===== src/rtl/apb_pkg.sv =====
// -----------------------------------------------------------------------------
// apb_pkg
// Shared APB types for the local bus fabric.
//   addr_t      : APB address (PADDR width)
//   data_t      : APB data (PWDATA / PRDATA width)
//   apb_state_e : transfer phase of an APB master (IDLE, SETUP, ACCESS)
// -----------------------------------------------------------------------------
package apb_pkg;

   localparam int ADDR_W = 32;
   localparam int DATA_W = 32;

   typedef logic [ADDR_W-1:0] addr_t;
   typedef logic [DATA_W-1:0] data_t;

   typedef enum logic [1:0] {
      IDLE   = 2'd0,
      SETUP  = 2'd1,
      ACCESS = 2'd2
   } apb_state_e;

endpackage


===== src/rtl/apb_rr_arbiter.sv =====
// -----------------------------------------------------------------------------
// apb_rr_arbiter
// Combinational round-robin pick: the first asserted request found when
// searching upward from ptr, wrapping modulo NUM_REQ. The pointer itself is
// held by the instantiating block.
//   req     in  NUM_REQ  pending requests
//   ptr     in  IDX_W    index with highest priority this cycle
//   en      in  1        grant enable; gnt is all-zero when low
//   gnt     out NUM_REQ  one-hot grant
//   gnt_idx out IDX_W    index of the granted requester (0 when no grant)
// -----------------------------------------------------------------------------
module apb_rr_arbiter #(
   parameter  int NUM_REQ = 4,
   localparam int IDX_W   = $clog2(NUM_REQ)
) (
   input  logic [NUM_REQ-1:0] req,
   input  logic [IDX_W-1:0]   ptr,
   input  logic               en,
   output logic [NUM_REQ-1:0] gnt,
   output logic [IDX_W-1:0]   gnt_idx
);

   // One extra bit so ptr + offset never overflows before the wrap.
   localparam logic [IDX_W:0] NUM_W = (IDX_W+1)'(NUM_REQ);

   logic [IDX_W:0]   k_sum;
   logic [IDX_W-1:0] k;
   logic             found;

   always_comb begin
      gnt     = '0;
      gnt_idx = '0;
      found   = 1'b0;
      k_sum   = '0;
      k       = '0;
      for (int i = 0; i < NUM_REQ; i++) begin
         k_sum = {1'b0, ptr} + (IDX_W+1)'(i);
         if (k_sum >= NUM_W) begin
            k_sum = k_sum - NUM_W;
         end
         k = k_sum[IDX_W-1:0];
         if (en && !found && req[k]) begin
            gnt[k]  = 1'b1;
            gnt_idx = k;
            found   = 1'b1;
         end
      end
   end

endmodule


===== src/rtl/apb_rr_master.sv =====
// -----------------------------------------------------------------------------
// apb_rr_master
// APB master shared by NUM_REQ local requesters with round-robin arbitration.
// Each accepted request runs one APB transfer (IDLE -> SETUP -> ACCESS) and
// completes with a one-cycle one-hot rsp_valid strobe to its requester.
//
// Request handshake: a requester raises req_valid[i] with req_write/addr/wdata
// and holds them stable; the request is accepted on the PCLK edge where
// req_ready[i] is high. req_ready is combinational, one-hot, and only ever
// high while the master is IDLE and out of reset.
//
// Ports
//   PCLK, PRESETn                 clock, synchronous active-low reset
//   req_valid/write/addr/wdata    per-requester request channel
//   req_ready                     one-hot accept strobe
//   rsp_valid, rsp_rdata, rsp_err registered completion (rdata 0 when idle)
//   PSEL, PENABLE, PWRITE, PADDR, PWDATA, PREADY, PSLVERR, PRDATA  APB bus
//   dbg_state                     current transfer phase
//
// Build option: define APB_TIMEOUT_EN to abort an ACCESS phase after
// TIMEOUT_CYCLES cycles with PREADY low (completes with rsp_err=1).
// -----------------------------------------------------------------------------
module apb_rr_master
   import apb_pkg::*;
#(
   parameter int NUM_REQ        = 4,
   parameter int TIMEOUT_CYCLES = 16
) (
   input  logic               PCLK,
   input  logic               PRESETn,
   input  logic [NUM_REQ-1:0] req_valid,
   input  logic [NUM_REQ-1:0] req_write,
   input  addr_t              req_addr  [NUM_REQ],
   input  data_t              req_wdata [NUM_REQ],
   output logic [NUM_REQ-1:0] req_ready,
   output logic [NUM_REQ-1:0] rsp_valid,
   output data_t              rsp_rdata,
   output logic               rsp_err,
   output logic               PSEL,
   output logic               PENABLE,
   output logic               PWRITE,
   output addr_t              PADDR,
   output data_t              PWDATA,
   input  logic               PREADY,
   input  logic               PSLVERR,
   input  data_t              PRDATA,
   output apb_state_e         dbg_state
);

   localparam int             IDX_W    = $clog2(NUM_REQ);
   localparam logic [IDX_W-1:0] LAST_IDX = IDX_W'(NUM_REQ-1);

   if (NUM_REQ < 2) begin : g_bad_num_req
      $error("apb_rr_master: NUM_REQ must be at least 2");
   end
   if (TIMEOUT_CYCLES < 1) begin : g_bad_timeout
      $error("apb_rr_master: TIMEOUT_CYCLES must be at least 1");
   end

   apb_state_e         state_q, state_d;
   logic [IDX_W-1:0]   ptr_q;
   logic [NUM_REQ-1:0] gnt_q;
   addr_t              paddr_q;
   data_t              pwdata_q;
   logic               pwrite_q;
   logic [NUM_REQ-1:0] rsp_valid_q;
   logic               rsp_err_q;
   data_t              rsp_rdata_q;

   logic [NUM_REQ-1:0] gnt;
   logic [IDX_W-1:0]   gnt_idx;
   logic               arb_en;
   logic               accept;
   logic               xfer_done;
   logic               to_hit;

   // Grants are blocked while reset is asserted so nothing is accepted in a
   // cycle whose edge is about to discard it.
   assign arb_en    = (state_q == IDLE) && PRESETn;
   assign accept    = |gnt;
   assign xfer_done = (state_q == ACCESS) && PREADY;

   apb_rr_arbiter #(
      .NUM_REQ (NUM_REQ)
   ) u_arb (
      .req     (req_valid),
      .ptr     (ptr_q),
      .en      (arb_en),
      .gnt     (gnt),
      .gnt_idx (gnt_idx)
   );

`ifdef APB_TIMEOUT_EN
   localparam int            TO_W    = $clog2(TIMEOUT_CYCLES + 1);
   localparam logic [TO_W-1:0] TO_LAST = TO_W'(TIMEOUT_CYCLES - 1);

   logic [TO_W-1:0] to_cnt_q;

   // The cycle holding count TIMEOUT_CYCLES-1 is itself the last allowed
   // PREADY-low cycle, so the abort happens on its closing edge.
   assign to_hit = (state_q == ACCESS) && !PREADY && (to_cnt_q == TO_LAST);

   always_ff @(posedge PCLK) begin
      if (!PRESETn) begin
         to_cnt_q <= '0;
      end else if (accept) begin
         to_cnt_q <= '0;
      end else if ((state_q == ACCESS) && !PREADY) begin
         to_cnt_q <= to_cnt_q + TO_W'(1);
      end
   end
`else
   assign to_hit = 1'b0;
`endif

   always_comb begin
      state_d = state_q;
      unique case (state_q)
         IDLE:    if (accept) state_d = SETUP;
         SETUP:   state_d = ACCESS;
         ACCESS:  if (xfer_done || to_hit) state_d = IDLE;
         default: state_d = IDLE;
      endcase
   end

   always_ff @(posedge PCLK) begin
      if (!PRESETn) begin
         state_q     <= IDLE;
         ptr_q       <= '0;
         gnt_q       <= '0;
         paddr_q     <= '0;
         pwdata_q    <= '0;
         pwrite_q    <= 1'b0;
         rsp_valid_q <= '0;
         rsp_err_q   <= 1'b0;
         rsp_rdata_q <= '0;
      end else begin
         state_q     <= state_d;
         rsp_valid_q <= '0;
         rsp_err_q   <= 1'b0;
         rsp_rdata_q <= '0;
         if (accept) begin
            gnt_q    <= gnt;
            paddr_q  <= req_addr[gnt_idx];
            pwdata_q <= req_wdata[gnt_idx];
            pwrite_q <= req_write[gnt_idx];
            ptr_q    <= (gnt_idx == LAST_IDX) ? '0 : gnt_idx + IDX_W'(1);
         end
         if (xfer_done) begin
            rsp_valid_q <= gnt_q;
            rsp_err_q   <= PSLVERR;
            rsp_rdata_q <= pwrite_q ? '0 : PRDATA;
         end else if (to_hit) begin
            rsp_valid_q <= gnt_q;
            rsp_err_q   <= 1'b1;
         end
      end
   end

   assign req_ready = gnt;
   assign rsp_valid = rsp_valid_q;
   assign rsp_err   = rsp_err_q;
   assign rsp_rdata = rsp_rdata_q;
   assign PSEL      = (state_q != IDLE);
   assign PENABLE   = (state_q == ACCESS);
   assign PWRITE    = pwrite_q;
   assign PADDR     = paddr_q;
   assign PWDATA    = pwdata_q;
   assign dbg_state = state_q;

endmodule


===== config.mk =====
export PLATFORM = sky130hd
export DESIGN_NAME = apb_rr_master
export DESIGN_NICKNAME = d
export VERILOG_FILES = /design/src/rtl/apb_pkg.sv /design/src/rtl/apb_rr_arbiter.sv /design/src/rtl/apb_rr_master.sv
export SDC_FILE = /design/constraint.sdc
export NUM_CORES = 1
export LEC_CHECK = 0
export ABC_AREA = 1
export CORE_AREA = 5 5 154 156
export CTS_CLUSTER_DIAMETER = 120
export CTS_CLUSTER_SIZE = 12
export DETAILED_ROUTE_END_ITERATION = 16
export DIE_AREA = 0 0 159 161
export GPL_ROUTABILITY_DRIVEN = 1
export PLACE_DENSITY_LB_ADDON = 0.1
export SKIP_CTS_REPAIR_TIMING = 1
export SYNTH_ARGS = -nofsm -noshare
export SYNTH_HDL_FRONTEND = slang
export SYNTH_SLANG_ARGS = --single-unit
export TNS_END_PERCENT = 30

===== constraint.sdc =====
create_clock -name PCLK -period 2.63 [get_ports PCLK]
set_input_delay 0.526 -clock PCLK [delete_from_list [all_inputs] [get_ports PCLK]]
set_output_delay 0.526 -clock PCLK [all_outputs]
set_load 0.01 [all_outputs]

==> metrics.md <==
| Metric | Value |
|---|---|
| Largest net degree at the start of global routing | `71` |
| Post-Place Cells | `1779` |
| CP max stage cell | `clkdlybuf4s50_1` |
| P_leak | `5.42 nW` |
| Die W | `159 um` |
| Post-Syn Area per Cell | `6.11 um2` |
| Dpl hpwl | `23500 um` |
| Core area | `0.0222 mm2` |
| FFs w/ async S/R, synth | `0%` |
| Final clock skew | `0.0101 ns` |
| First drt pass iteration count | `5` |
| CP Data Arrival Time | `1.96 ns` |
| Vias | `8567` |
| Die area | `0.0256 mm2` |
| Most used cell, CP | `nand2_1` |
| Slew Limit Fails | `0` |
| Port Buffers | `409` |
| Crit end category | `primary output` |
| H-tree levels | `3` |
| Top cell type's share of synthesized area | `32.4%` |
| Count leader, synth | `nand3_1` |
| Routed wire length per instance | `17.1 um` |
| Crit path time final | `2.49 ns` |
| Crit path largest cell delay | `0.43 ns` |
| I/O pin total | `410` |
| Top cells by count, synth | `nand3_1, nand2_1, inv_1` |
| Yosys reg bits | `110` |
| Root Buffer | `clkbuf_16` |
| Initial core utilization | `30.6%` |
| Nets | `1814` |
| DR DRC count | `0` |
| Share of cells above drive strength 1 | `7.28%` |
| Mapped Cells | `1112` |
| Routed Antenna Nets | `0` |
| Initial antenna violation count | `2` |
| Crit Path Category | `primary input to primary output` |
| Initial detailed-routing violation count | `487` |
| Largest cells by area after synthesis | `dfxtp_1, nand3_1, nand2_1, inv_1, a21oi_1` |
| CTS tree | `built` |
| PwrDens | `912 mW/mm2` |
| Worst EP required | `2.10 ns` |
| Top FF cell, synth | `dfxtp_1` |
| Vias in the first global route | `8389` |
| Mapped Nets | `1420` |
| Max Clock Freq | `402 MHz` |
| Crit path max fanout | `4` |
| First-pass GRT wire length | `47500 um` |
| Tcrit/Tclk final | `94.5%` |
| P&R area growth vs syn | `75.3%` |
| Final hold viol count | `0` |
| Max-Slew Margin vs Limit | `48.0%` |
| Seq/Total Area, Yosys | `32.4%` |
| Fin cells | `1798` |
| Final setup violation count | `0` |
| RSZ-0062 raised after global routing | `false` |
| Peak VDD IR | `0.508 mV` |
| Global route overflow | `0` |
| Hold Path Class | `flop to flop` |
| Leading area contributor after synthesis | `dfxtp_1` |
| Synth cell types | `25` |
| Status | `finished, final reports clean` |
| Die Span Y | `161 um` |
| Vias per Instance | `4.76` |
| GPL Wtd Cong | `0.902` |
| Maximum buffer depth of the clock tree | `2` |
| Num CTS Buffers | `9` |
| Critical path launch point type | `primary input` |
| Clock Latency Late Sink | `0.36 ns` |
| Row cnt | `55` |
| Mapped Area | `0.00679 mm2` |
| Post-synth EDFFs | `0` |
| Detailed-route wire length | `30700 um` |
| Yosys warns | `0` |
| Final Util | `53.6%` |
| Clk pin slew, worst setup/hold paths | `0.09 ns` |
| GRT Resource Usage Total | `22.8%` |
| CTS Sinks | `110` |
| MaxCap Viol Count | `0` |
| Slew @ Worst Pin | `0.779 ns` |
| Critical path, cell by cell | `clkdlybuf4s50_1 > nand2_1 > nand3_1 > nand2_2 > nand3_4 > nor2_4 > buf_4 > nand2_1 > nand3_2 > clkbuf_2` |
cells in the final DEF, fill, tap and decap left out, drive strengths merged:
cell,count
nand3,349
ha,8
buf,63
clkdlybuf4s50,404
a21o,1
nand2,301
dlymetal6s2s,2
nand4,4
nor2,52
a21oi,70
nor3,1
clkinv,5
inv,125
o21bai,1
diode,2
clkbuf,11
dfxtp,110
o21ai,4
through the flow:
| stage | hold WS, ns | total power, mW | setup TNS [ns] | area [um2] | setup slack, ns |
|---|---|---|---|---|---|
| finish | 0.428 | 10.9 | 0 | 11900 | 0.144 |
| global route | 0.457 | 11.8 | 0 | 11900 | 0.00727 |
| CTS | 0.435 | 11.0 | -1.36 | 11900 | -0.347 |
| detailed placement | 0.419 | 9.47 | -5.96 | 11600 | -0.183 |
| global placement | 0.420 | 9.43 | -4.26 | 11600 | -0.187 |
| floorplan | 0.409 | 6.37 | 0 | 6790 | 0.177 |
cells by family (layout without fill, tap and decap cells):
group           after synthesis  after routing  share of synthesized area, %
simple gates                707            707                          47.0
fa+ha+maj                     8              8                          1.47
other cells                   0              2                             0
buf+inv                     211            610                          13.4
flops                       110            110                          32.4
compound gates               76             76                          5.73
worst paths after layout:
path / slack (ns) / endpoint / cells past startpoint / start
worst max-delay path: 0.14 / req_ready[3] / 10 / req_valid[2]
worst min-delay path: 0.43 / rsp_valid[1] / 2 / gnt_q[1]
worst max register to register: 0.24 / PWDATA[6] / 16 / ptr_q[1]
worst min register to register: 0.43 / rsp_valid[1] / 2 / gnt_q[1]
layer usage:
layer	vias up	share of wire (%)	wire length, um	track usage (%)
li1	4367	-	-	-
met2	336	51	15500	40.4
met1	3834	39	12100	26.6
met4	0	1.7	522	5.93
met3	30	8.4	2570	7.53
met5	-	0	0	0
critical path, delay by kind of cell:
kind	cells	cell delay, ns
buf+inv	3	0.69
simple gates	7	0.74
layout make-up:
cell class | instances | area (um2)
Antenna cell | 2 | 5.00
Clock buffer | 9 | 225
Clock inverter | 7 | 91.3
Fill cell | 2267 | 10300
Inverter | 123 | 462
Multi-Input combinational cell | 791 | 3740
Sequential cell | 110 | 2200
Tap cell | 285 | 357
Timing Repair Buffer | 471 | 4820
registers in the layout, indices dropped and copies added, names as in the netlist:
signal,count
rsp_err,1
rsp_rdata,32
rsp_valid,4
ptr_q,2
PWRITE,1
dbg_state,2
gnt_q,4
PADDR,32
PWDATA,32
power by group:
part	internal, mW	switching [mW]
registers	2.05	0.178
logic	3.17	4.00
clock network	0.693	0.759
total	5.92	4.94
Note: power is estimated with default switching activity, not from simulation.
==> patch: new RTL, config.mk and constraints unchanged <==
Change the package constant `ADDR_W` from 32 to 16.
--- a/src/rtl/apb_pkg.sv
+++ b/src/rtl/apb_pkg.sv
@@ -7,7 +7,7 @@
 // -----------------------------------------------------------------------------
 package apb_pkg;
 
-   localparam int ADDR_W = 32;
+   localparam int ADDR_W = 16;
    localparam int DATA_W = 32;
 
    typedef logic [ADDR_W-1:0] addr_t;
Interface: changed (resized PADDR and req_addr); port bits go from 410 to 330. The function was not compared with the original's and may differ.
==> patch against the unedited design <==
  * Final cell count is 16% lower
  * Design area down 18%
  * Core utilization decreased by 9.5 points
  * Clock skew up 0.0012 ns
  * Non-clock buffer count fell by 97
  * Die area did not move
  * Worst setup slack got worse by 0.028 ns
  * Area after synthesis fell by 18%
  * Sequential share of layout area rose by 0.72 points
  * Clock power shrank 4%
  * Total power decreased by 18%
  * Register-to-register slack gained 0.04 ns
  * Sequential cell count fell by 16
  * Critical endpoint is now req_ready[1]
  * Routed wire length down 20%
==> patch: results <==
metrics = {
    "run_status": {
        "outcome": "finished clean",
    },
    "min_path": {
        "hold_path.class": "register to register",
        "min-delay-start": "gnt_q[0]",
    },
    "setup_path": {
        "cpPeakStageDelay_ns": 0.42,
        "arrival_ns": 1.99,
        "worstSetupStartpoint": "req_valid[3]",
        "cp_max_fo": 5,
        "r2r-start": "ptr_q[1]",
        "cp_slowest_cell": "clkdlybuf4s50_1",
        "cp_top_family": "simple AND/OR/NAND/NOR gates",
    },
    "synthesis": {
        "async_reset_ff_share_pct": 0,
        "synth_seq_area_share_pct": 33.8,
        "synth_nets": 1140,
        "synthFlopType": "dfxtp_1",
        "synthTopCellsByCount": "263 x nand3_1, 231 x nand2_1, 100 x inv_1, 94 x dfxtp_1, 54 x a21oi_1",
        "ys_warn_count": 0,
        "synthTopCellsByArea": "dfxtp_1 34%, nand3_1 24%, nand2_1 16%",
        "synth_cell_type_count": 25,
    },
    "clock_network": {
        "clkLatencyLatePin_ns": 0.35,
        "clk_pin_slew_ns": 0.07,
        "htreeDepth": 3,
        "max-clock-path-buffers": 2,
        "numCtsBuffers": 9,
        "ctsRootBufferMaster": "clkbuf_16",
    },
    "sta": {
        "max_slew_margin_pct": 58.1,
        "finalClockSkew_ns": 0.0113,
    },
    "placed_design": {
        "gp_congestion": 0.827,
        "numPortBuffers": 329,
        "place_area_mm2": 0.00945,
        "hpwlAfterDp_um": 19000,
    },
    "die": {
        "row_count": 55,
    },
    "grt": {
        "track_usage_pct": 18.5,
        "antenna_found_initial": 6,
        "grt_pass1_vias": 6688,
        "grt_start_max_net_pins": 55,
        "grt_pass1_wl_um": 38400,
    },
    "final_layout": {
        "drive_gt1_share_pct": 7.36,
        "nets": 1461,
        "fillers": 2387,
    },
    "power_and_ir_drop": {
        "p_leak_uw": 0.00447,
        "ir_worst_vdd_v": 0.000600,
    },
    "detailed_routing": {
        "drt_first_iter_violations": 274,
        "via_per_inst": 4.54,
        "drt_wl_total_um": 24700,
        "drtPass1Iterations": 4,
    },
}
patch: changes by cell type after synthesis, moves of 17 or more:
cell,before,now
nand3_1,341,263
clkbuf_1,34,17
nand2_1,293,231
inv_1,118,100
buf_2,26,43
patch: where the power goes:
group	switching [µW]	leakage [µW]	internal [µW]
sequential	139	0.000769	1730
clock	631	0.000154	760
combinational	3130	0.00355	2510
patch: area by class of cell:
cell class,count,area share [%]
multi-input combinational,631,30.6
sequential,94,19.2
clock inverter,7,0.894
timing repair buffer,374,39.2
antenna,2,0.0511
inverter,107,4.10
tap,285,3.64
clock buffer,9,2.30
patch: kinds of logic (layout without fill, tap and decap cells):
| family | count (synthesis) | in the layout | share of synthesized area [%] |
|---|---|---|---|
| and+or+nand+nor | 563 | 563 | 45.7 |
| AOI/OAI and AO/OA | 60 | 60 | 5.63 |
| other | 0 | 2 | 0 |
| adders and majority gates | 8 | 8 | 1.80 |
| buffers and inverters | 171 | 497 | 13.0 |
| DFF | 94 | 94 | 33.8 |
patch: worst paths after layout:
| path | cells past startpoint | end | slack, ns |
|---|---|---|---|
| setup / recovery | 10 | req_ready[1] | 0.12 |
| hold / removal | 2 | rsp_valid[0] | 0.43 |
| setup reg to reg | 14 | PWDATA[1] | 0.28 |
| hold reg to reg | 2 | rsp_valid[0] | 0.43 |
patch: per-layer routing:
metal  GRT usage (%)  share of wire (%)
met2            32.0                 48
met4            4.11                1.1
met1            22.0                 41
met3            6.81                9.3
met5               0               0.31
patch: metrics by stage:
stage,cells,hold WS [ns],util [%],setup slack [ns]
2_1_floorplan,896,0.409,-,0.197
3_3_place_gp,1490,0.417,42.5,-0.202
3_5_place_dp,1490,0.417,42.5,-0.204
4_1_cts,1506,0.430,43.9,-0.285
5_1_grt,1508,0.464,44.0,0.0000102
6_report,1509,0.430,44.1,0.116
